==> config.mk <==
export PLATFORM = sky130hd
export DESIGN_NAME = mem_arbiter_flat
export DESIGN_NICKNAME = d
export VERILOG_FILES = /design/src/rtl/mem_arbiter_if.sv /design/src/rtl/mem_arbiter.sv /design/src/flat_wrapper.sv
export SDC_FILE = /design/constraint.sdc
export NUM_CORES = 1
export LEC_CHECK = 0
export BUFFER_PORTS_ARGS = -buffer_cell sky130_fd_sc_hd__buf_2
export CORE_ASPECT_RATIO = 1.1
export CORE_MARGIN = 5
export CORE_UTILIZATION = 44
export DETAILED_ROUTE_END_ITERATION = 16
export GPL_TIMING_DRIVEN = 1
export PLACE_DENSITY = 0.85
export SLEW_MARGIN = 20
export SYNTH_ARGS = -nofsm -noshare
export SYNTH_HDL_FRONTEND = slang
export SYNTH_SLANG_ARGS = --single-unit
==> constraint.sdc <==
create_clock -name clk -period 3.5 [get_ports clk]
set_input_delay 0.875 -clock clk [delete_from_list [all_inputs] [get_ports clk]]
set_output_delay 0.875 -clock clk [all_outputs]
set_load 0.02 [all_outputs]
==> src/rtl/mem_arbiter_if.sv <==
// SRAM-style two-phase bus shared by fetch and data access.
// Address phase: req/addr_ok; data phase: data_ok/rdata.
interface mem_arbiter_if #(
   parameter int ADDR_WIDTH = 32,
   parameter int DATA_WIDTH = 32
);
   logic                  req;
   logic [3:0]            wen;
   logic [ADDR_WIDTH-1:0] addr;
   logic [DATA_WIDTH-1:0] wdata;
   logic                  addr_ok;
   logic                  data_ok;
   logic [DATA_WIDTH-1:0] rdata;

   modport master (
      output req, wen, addr, wdata,
      input  addr_ok, data_ok, rdata
   );

   modport slave (
      input  req, wen, addr, wdata,
      output addr_ok, data_ok, rdata
   );
endinterface

==> src/rtl/mem_arbiter.sv <==
// Fetch/data bus arbiter: one outstanding transaction,
// alternating grant on ties, stall until every access completes.
module mem_arbiter #(
   parameter int ADDR_WIDTH = 32,
   parameter int DATA_WIDTH = 32
) (
   input  logic                  clk,
   input  logic                  rst,
   input  logic                  inst_req,
   input  logic [ADDR_WIDTH-1:0] inst_addr,
   output logic [DATA_WIDTH-1:0] inst_rdata,
   output logic                  inst_ready,
   input  logic                  data_req,
   input  logic [3:0]            data_wen,
   input  logic [ADDR_WIDTH-1:0] data_addr,
   input  logic [DATA_WIDTH-1:0] data_wdata,
   output logic [DATA_WIDTH-1:0] data_rdata,
   output logic                  data_ready,
   mem_arbiter_if.master         bus,
   output logic                  stall_req
);

   typedef enum logic [1:0] {
      IDLE,
      ADDR,
      DATA,
      DONE
   } state_t;

   state_t                state_q;
   state_t                state_d;
   logic                  grant_q;
   logic                  last_grant_q;
   logic                  pick_data;
   logic                  any_req;
   logic [3:0]            wen_q;
   logic [ADDR_WIDTH-1:0] addr_q;
   logic [DATA_WIDTH-1:0] wdata_q;
   logic [DATA_WIDTH-1:0] rdata_q;

   // data wins alone, or on a tie when inst went last
   assign any_req   = inst_req | data_req;
   assign pick_data = data_req & (~inst_req | ~last_grant_q);

   always_ff @(posedge clk or negedge rst) begin
      if (!rst) begin
         state_q <= IDLE;
      end else begin
         state_q <= state_d;
      end
   end

   always_comb begin
      state_d = state_q;
      unique case (state_q)
         IDLE: if (any_req) state_d = ADDR;
         ADDR: if (bus.addr_ok) state_d = DATA;
         DATA: if (bus.data_ok) state_d = DONE;
         DONE: state_d = IDLE;
         default: state_d = IDLE;
      endcase
   end

   always_ff @(posedge clk or negedge rst) begin
      if (!rst) begin
         grant_q      <= 1'b0;
         last_grant_q <= 1'b0;
         wen_q        <= '0;
         addr_q       <= '0;
         wdata_q      <= '0;
         rdata_q      <= '0;
      end else begin
         if (state_q == IDLE && any_req) begin
            grant_q      <= pick_data;
            last_grant_q <= pick_data;
            wen_q        <= pick_data ? data_wen : 4'b0000;
            addr_q       <= pick_data ? data_addr : inst_addr;
            wdata_q      <= pick_data ? data_wdata : '0;
         end
         if (state_q == DATA && bus.data_ok) begin
            rdata_q <= bus.rdata;
         end
      end
   end

   assign bus.req   = (state_q == ADDR);
   assign bus.wen   = bus.req ? wen_q : 4'b0000;
   assign bus.addr  = bus.req ? addr_q : '0;
   assign bus.wdata = bus.req ? wdata_q : '0;

   assign inst_ready = (state_q == DONE) & ~grant_q;
   assign data_ready = (state_q == DONE) & grant_q;
   assign inst_rdata = rdata_q;
   assign data_rdata = rdata_q;

   assign stall_req = (inst_req & ~inst_ready)
                    | (data_req & ~data_ready);

endmodule

==> src/flat_wrapper.sv <==
// flat-port wrapper written by rule: the top's interface ports become plain ports
module mem_arbiter_flat 
#(
   parameter int ADDR_WIDTH = 32,
   parameter int DATA_WIDTH = 32
)
  (clk, rst, inst_req, inst_addr, inst_rdata, inst_ready, data_req, data_wen, data_addr, data_wdata, data_rdata, data_ready, stall_req, bus_req, bus_wen, bus_addr, bus_wdata, bus_addr_ok, bus_data_ok, bus_rdata);
  mem_arbiter_if #(.ADDR_WIDTH(ADDR_WIDTH), .DATA_WIDTH(DATA_WIDTH)) bus_i ();
  input  logic clk;
  input  logic rst;
  input  logic inst_req;
  input  logic [ADDR_WIDTH-1:0] inst_addr;
  output logic [DATA_WIDTH-1:0] inst_rdata;
  output logic inst_ready;
  input  logic data_req;
  input  logic [3:0] data_wen;
  input  logic [ADDR_WIDTH-1:0] data_addr;
  input  logic [DATA_WIDTH-1:0] data_wdata;
  output logic [DATA_WIDTH-1:0] data_rdata;
  output logic data_ready;
  output logic stall_req;
  output wire logic [$bits(bus_i.req)-1:0] bus_req;
  output wire logic [$bits(bus_i.wen)-1:0] bus_wen;
  output wire logic [$bits(bus_i.addr)-1:0] bus_addr;
  output wire logic [$bits(bus_i.wdata)-1:0] bus_wdata;
  input wire logic [$bits(bus_i.addr_ok)-1:0] bus_addr_ok;
  input wire logic [$bits(bus_i.data_ok)-1:0] bus_data_ok;
  input wire logic [$bits(bus_i.rdata)-1:0] bus_rdata;
  assign bus_req = bus_i.req;
  assign bus_wen = bus_i.wen;
  assign bus_addr = bus_i.addr;
  assign bus_wdata = bus_i.wdata;
  assign bus_i.addr_ok = bus_addr_ok;
  assign bus_i.data_ok = bus_data_ok;
  assign bus_i.rdata = bus_rdata;
  mem_arbiter #(.ADDR_WIDTH(ADDR_WIDTH), .DATA_WIDTH(DATA_WIDTH)) u_core (.clk(clk), .rst(rst), .inst_req(inst_req), .inst_addr(inst_addr), .inst_rdata(inst_rdata), .inst_ready(inst_ready), .data_req(data_req), .data_wen(data_wen), .data_addr(data_addr), .data_wdata(data_wdata), .data_rdata(data_rdata), .data_ready(data_ready), .bus(bus_i), .stall_req(stall_req));
endmodule
======== Yosys cells after proc, flatten, opt, wreduce, memory -nomap -nowiden ========
Index checks and enable logic that the tools add are counted.
cells by class
  equality and inequality tests ........... 6
  mux-type cells .......................... 10
  bitwise gates (word level) .............. 12
  reduce and logical (&&, ||, !) cells .... 4
operators with widths
  kind                  count
  $mux W32              4
  $mux W4               2
  $pmux W2 S4           1
  $mux W2               3
  $and A1 B1 Y1         5
  $eq A2 B2 Y1 const B  2
  $ne A2 B2 Y1 const B  2
  $not A1 Y1            4
  $or A1 B1 Y1          3
  $reduce_and A3 Y1     1
  $eq A2 B1 Y1 const B  1
  $logic_and A1 B1 Y1   2
  $logic_not A2 Y1      1
  $ne A2 B1 Y1 const B  1
storage, ports and cells
  register bits after elaboration ......... 103
  input port bits ......................... 138
  output and inout port bits .............. 136

======== Longest topological paths before layout ========
  depth after elaboration ................. 5
  mapped depth ............................ 7
  mapped depth without buffers ............ 5

======== Worst setup path before layout ========
Ideal clock, no wire load.
  kind .................................... register to output
  start point ............................. register u_core.state_q[1]
  end point ............................... output bus_addr[14]
  arrival ................................. 1.527 ns
  data required time ...................... 2.625 ns
  slack ................................... 1.098 ns
  cell stages (with the launch flop) ...... 6
  path buffers ............................ 2
  cell sequence ........................... dfrtp_1 > inv_1 > ha_1 > clkbuf_1 > clkbuf_1 > and2_1
between the ends
  cells in the longest elaborated chain, start to end .. 2
RTL lines
  element                 RTL line            RTL
  from (decl)             mem_arbiter.sv:30   state_t state_q;
  from (signal assigned)  mem_arbiter.sv:49   state_q <= state_d;
  $eq A2 B1 Y1            mem_arbiter.sv:86   assign bus.req = (state_q == ADDR);
  via bus_req             flat_wrapper.sv:22  output wire logic [$bits(bus_i.req)-1:0] bus_req;
  $mux W32                mem_arbiter.sv:88   assign bus.addr = bus.req ? addr_q : '0;
  to (decl)               flat_wrapper.sv:24  output wire logic [$bits(bus_i.addr)-1:0] bus_addr;
The timed path passes the listed nets, and every way through them passes these cells.

======== Worst setup path in the final report ========
  start point ............................. register u_core.state_q[1]
  end point ............................... output bus_addr[13]
between the ends
  cells in the longest elaborated chain, start to end .. 2
RTL lines
  element       RTL line
  $eq A2 B1 Y1  mem_arbiter.sv:86
  $mux W32      mem_arbiter.sv:88
Every way passes these cells.

==> out/results.ini <==
[routing]
firstDrtPassIters = 4
via_count = 4215
wl_um = 14200
drt_iter0_drc = 236
viasPerCell = 5.05
drc = 0
ant_nets = 0
wire_per_inst_um = 17.0

[final_layout]
drive_gt1_share_pct = 48.3
n_antenna_cell = 0
areaGrowthSynthToFinish_pct = 31.9
layout_commonest_cell = buf_2
layout.nets = 825
stdcell_count = 834
most-common-layout-cells = 272 x buf_2, 103 x dfrtp_1, 70 x and2_1

[critical_path]
r2r_end = u_core.state_q[1]
r2r_setup_slack_ns = 1.56
path_max_fanout = 70
critPathLaunchType = flop
critical_path.cell_chain = inv_1 -> ha_4 -> and2_1 -> buf_2
endpoint_kind = output port
worst_r2r_path_depth = 4
worstPathArrival_ns = 1.87
cpPeakStageDelay_ns = 0.55
timing.rr.start = u_core.state_q[1]
worst-setup-path-type = flop to output port
required_ns = 2.62
cp_slowest_cell = ha_4

[clocking]
hold_buffers = 0
clock_sinks = 103
cts-root-buf = clkbuf_16
cts_setup_buffers = 0
clk_path_buf_depth = 2
cts_tree = built
path_clk_slew_ns = 0.07
cts_resized = 0
cts_buffers = 9
cts-htree-levels = 3
clk-insertion-delay-late_ns = 0.34

[logic_synthesis]
yosys_warnings = 0
synth_compound_area_share_pct = 14.4
synth.avg_cell_area_sq_um = 10.6
seq_area_frac_synth_pct = 53.3
syn-instance-count = 455
synth_fa_ha_area_share_pct = 1.29
synth_xor_area_share_pct = 0
synthesis.nets = 598
synthMuxAreaShare_pct = 8.10
synth_ff_type = dfrtp_1
yosys.area.top_type_share_pct = 53.3
yosys_register_bits = 103
synth_area_leaders = dfrtp_1 53%, and2_1 9.1%, mux2_2 7.5%
synth_top_family_by_area = compound AO/OA/AOI/OAI gates
synth-edff-count = 0
yosys.area.top_type = dfrtp_1
synth_cell_types = 23
synth_async_sr_flop_share_pct = 100
synth-simple-area-share_pct = 14.4
netlist_area_sq_um = 4840

[place]
gp_congestion = 0.761
hpwlAfterDp_um = 10700
place_inst = 818
place.port_buffers = 273

[floorplan]
io_pins = 274
dieArea_sq_um = 13200
die_h_um = 120
core_area_sq_um = 10900
initial_core_util_pct = 44.5
rows = 40
die_w_um = 110

[timing]
maxSlewHeadroom_pct = 52.0
worst-slew-pin-transition_ns = 0.719
hold_violations = 0
whs_ns = 0.499
fin_skew_ns = 0.00821
finalSetupTns_ns = 0
fmax_ghz = 0.365
final_max_slew_viol_count = 0
fin_crit_sh_pct = 78.3
min_period_ns = 2.74
grt_setup_unrepaired = no
setup-violations-final = 0

[power_and_ir_drop]
ir_drop_uv = 481
power.leakage_uw = 0.00342
powerDensity_nw_per_um2 = 988

[grt]
antenna_found_initial = 0
grt_pass1_wl_um = 21400
track_usage_pct = 20.7
globalRouteOverflowTotal = 0
grt_max_degree = 71
grt_pass1_vias = 4204

[run_status]
status = complete, no violations

[min_path]
hold_depth = 1
min_path_type = flop to flop
whs_endpoint = u_core.wdata_q[3]
hold_start = u_core.wdata_q[3]

[flow_run]
cap_violations = 0

cell type report:
cell class | instances | area, sq um
multi-input combinational | 285 | 1870
inverter | 4 | 15.0
fill | 895 | 4480
tap | 147 | 184
clock inverter | 7 | 81.3
clock buffer | 9 | 225
sequential | 103 | 2580
timing repair buffer | 279 | 1430
state kept, by name, summed over array words and instances, names as in the netlist:
signal,flops
u_core.wdata_q,32
u_core.state_q,2
u_core.addr_q,32
u_core.last_grant_q,1
u_core.data_rdata,32
u_core.wen_q,4
cells in the mapped netlist (2+ instances only):
master,number
a22o_1,36
mux2_2,32
dfrtp_1,103
buf_2,9
a21oi_1,65
mux2i_1,2
nand2_1,33
inv_1,4
clkbuf_1,15
nor2_1,34
buf_1,2
ha_1,5
and2_1,70
buf_6,3
buf_4,34
logic make-up after synthesis:
family	after synthesis
compound gates	107
mux	35
simple gates	138
buf+inv	67
flops	103
fa+ha+maj	5
per-stage QoR:
stage	total power, uW	instance area [sq um]	setup slack (ns)	utilization, %
global route	6710	6380	0.616	58.7
floorplan	4440	4840	1.10	-
CTS	6340	6360	0.386	58.6
finish	6300	6380	0.758	58.7
detailed placement	5310	6060	0.799	55.8
global placement	5200	6060	0.871	55.8
worst max-delay path by stage:
stage / to / depth (start not counted) / slack, ns / from
5_1_grt: bus_wdata[11] / 4 / 0.62 / u_core.state_q[1]
6_report: bus_addr[13] / 4 / 0.76 / u_core.state_q[1]
2_1_floorplan: bus_addr[14] / 5 / 1.10 / u_core.state_q[1]
3_3_place_gp: bus_addr[13] / 4 / 0.87 / u_core.state_q[1]
4_1_cts: bus_wdata[11] / 4 / 0.39 / u_core.state_q[1]
3_5_place_dp: bus_wdata[11] / 4 / 0.80 / u_core.state_q[1]
power by group:
group	switching, uW	total [uW]	internal (uW)
Sequential	367	2160	1790
Clock	449	1010	563
Combinational	1920	3130	1210
Total	2740	6300	3560
per-layer routing:
layer | routed length [um] | track usage (%) | part of all wire, % | vias to the layer above
met5 | 0 | 0 | 0 | -
met4 | 288 | 7.56 | 2.0 | 0
met3 | 1520 | 6.29 | 11 | 21
met2 | 7000 | 34.5 | 49 | 218
met1 | 5390 | 25.0 | 38 | 2022
li1 | - | - | - | 1954
critical path, delay by kind of cell (launching register included):
kind	cells	cell delay, ns
buffers and inverters	2	0.31
AND/OR/NAND/NOR	1	0.23
adder cells (fa/ha/maj)	1	0.55
flip-flops	1	0.42
No activity file was read; power rests on OpenSTA's default activity.
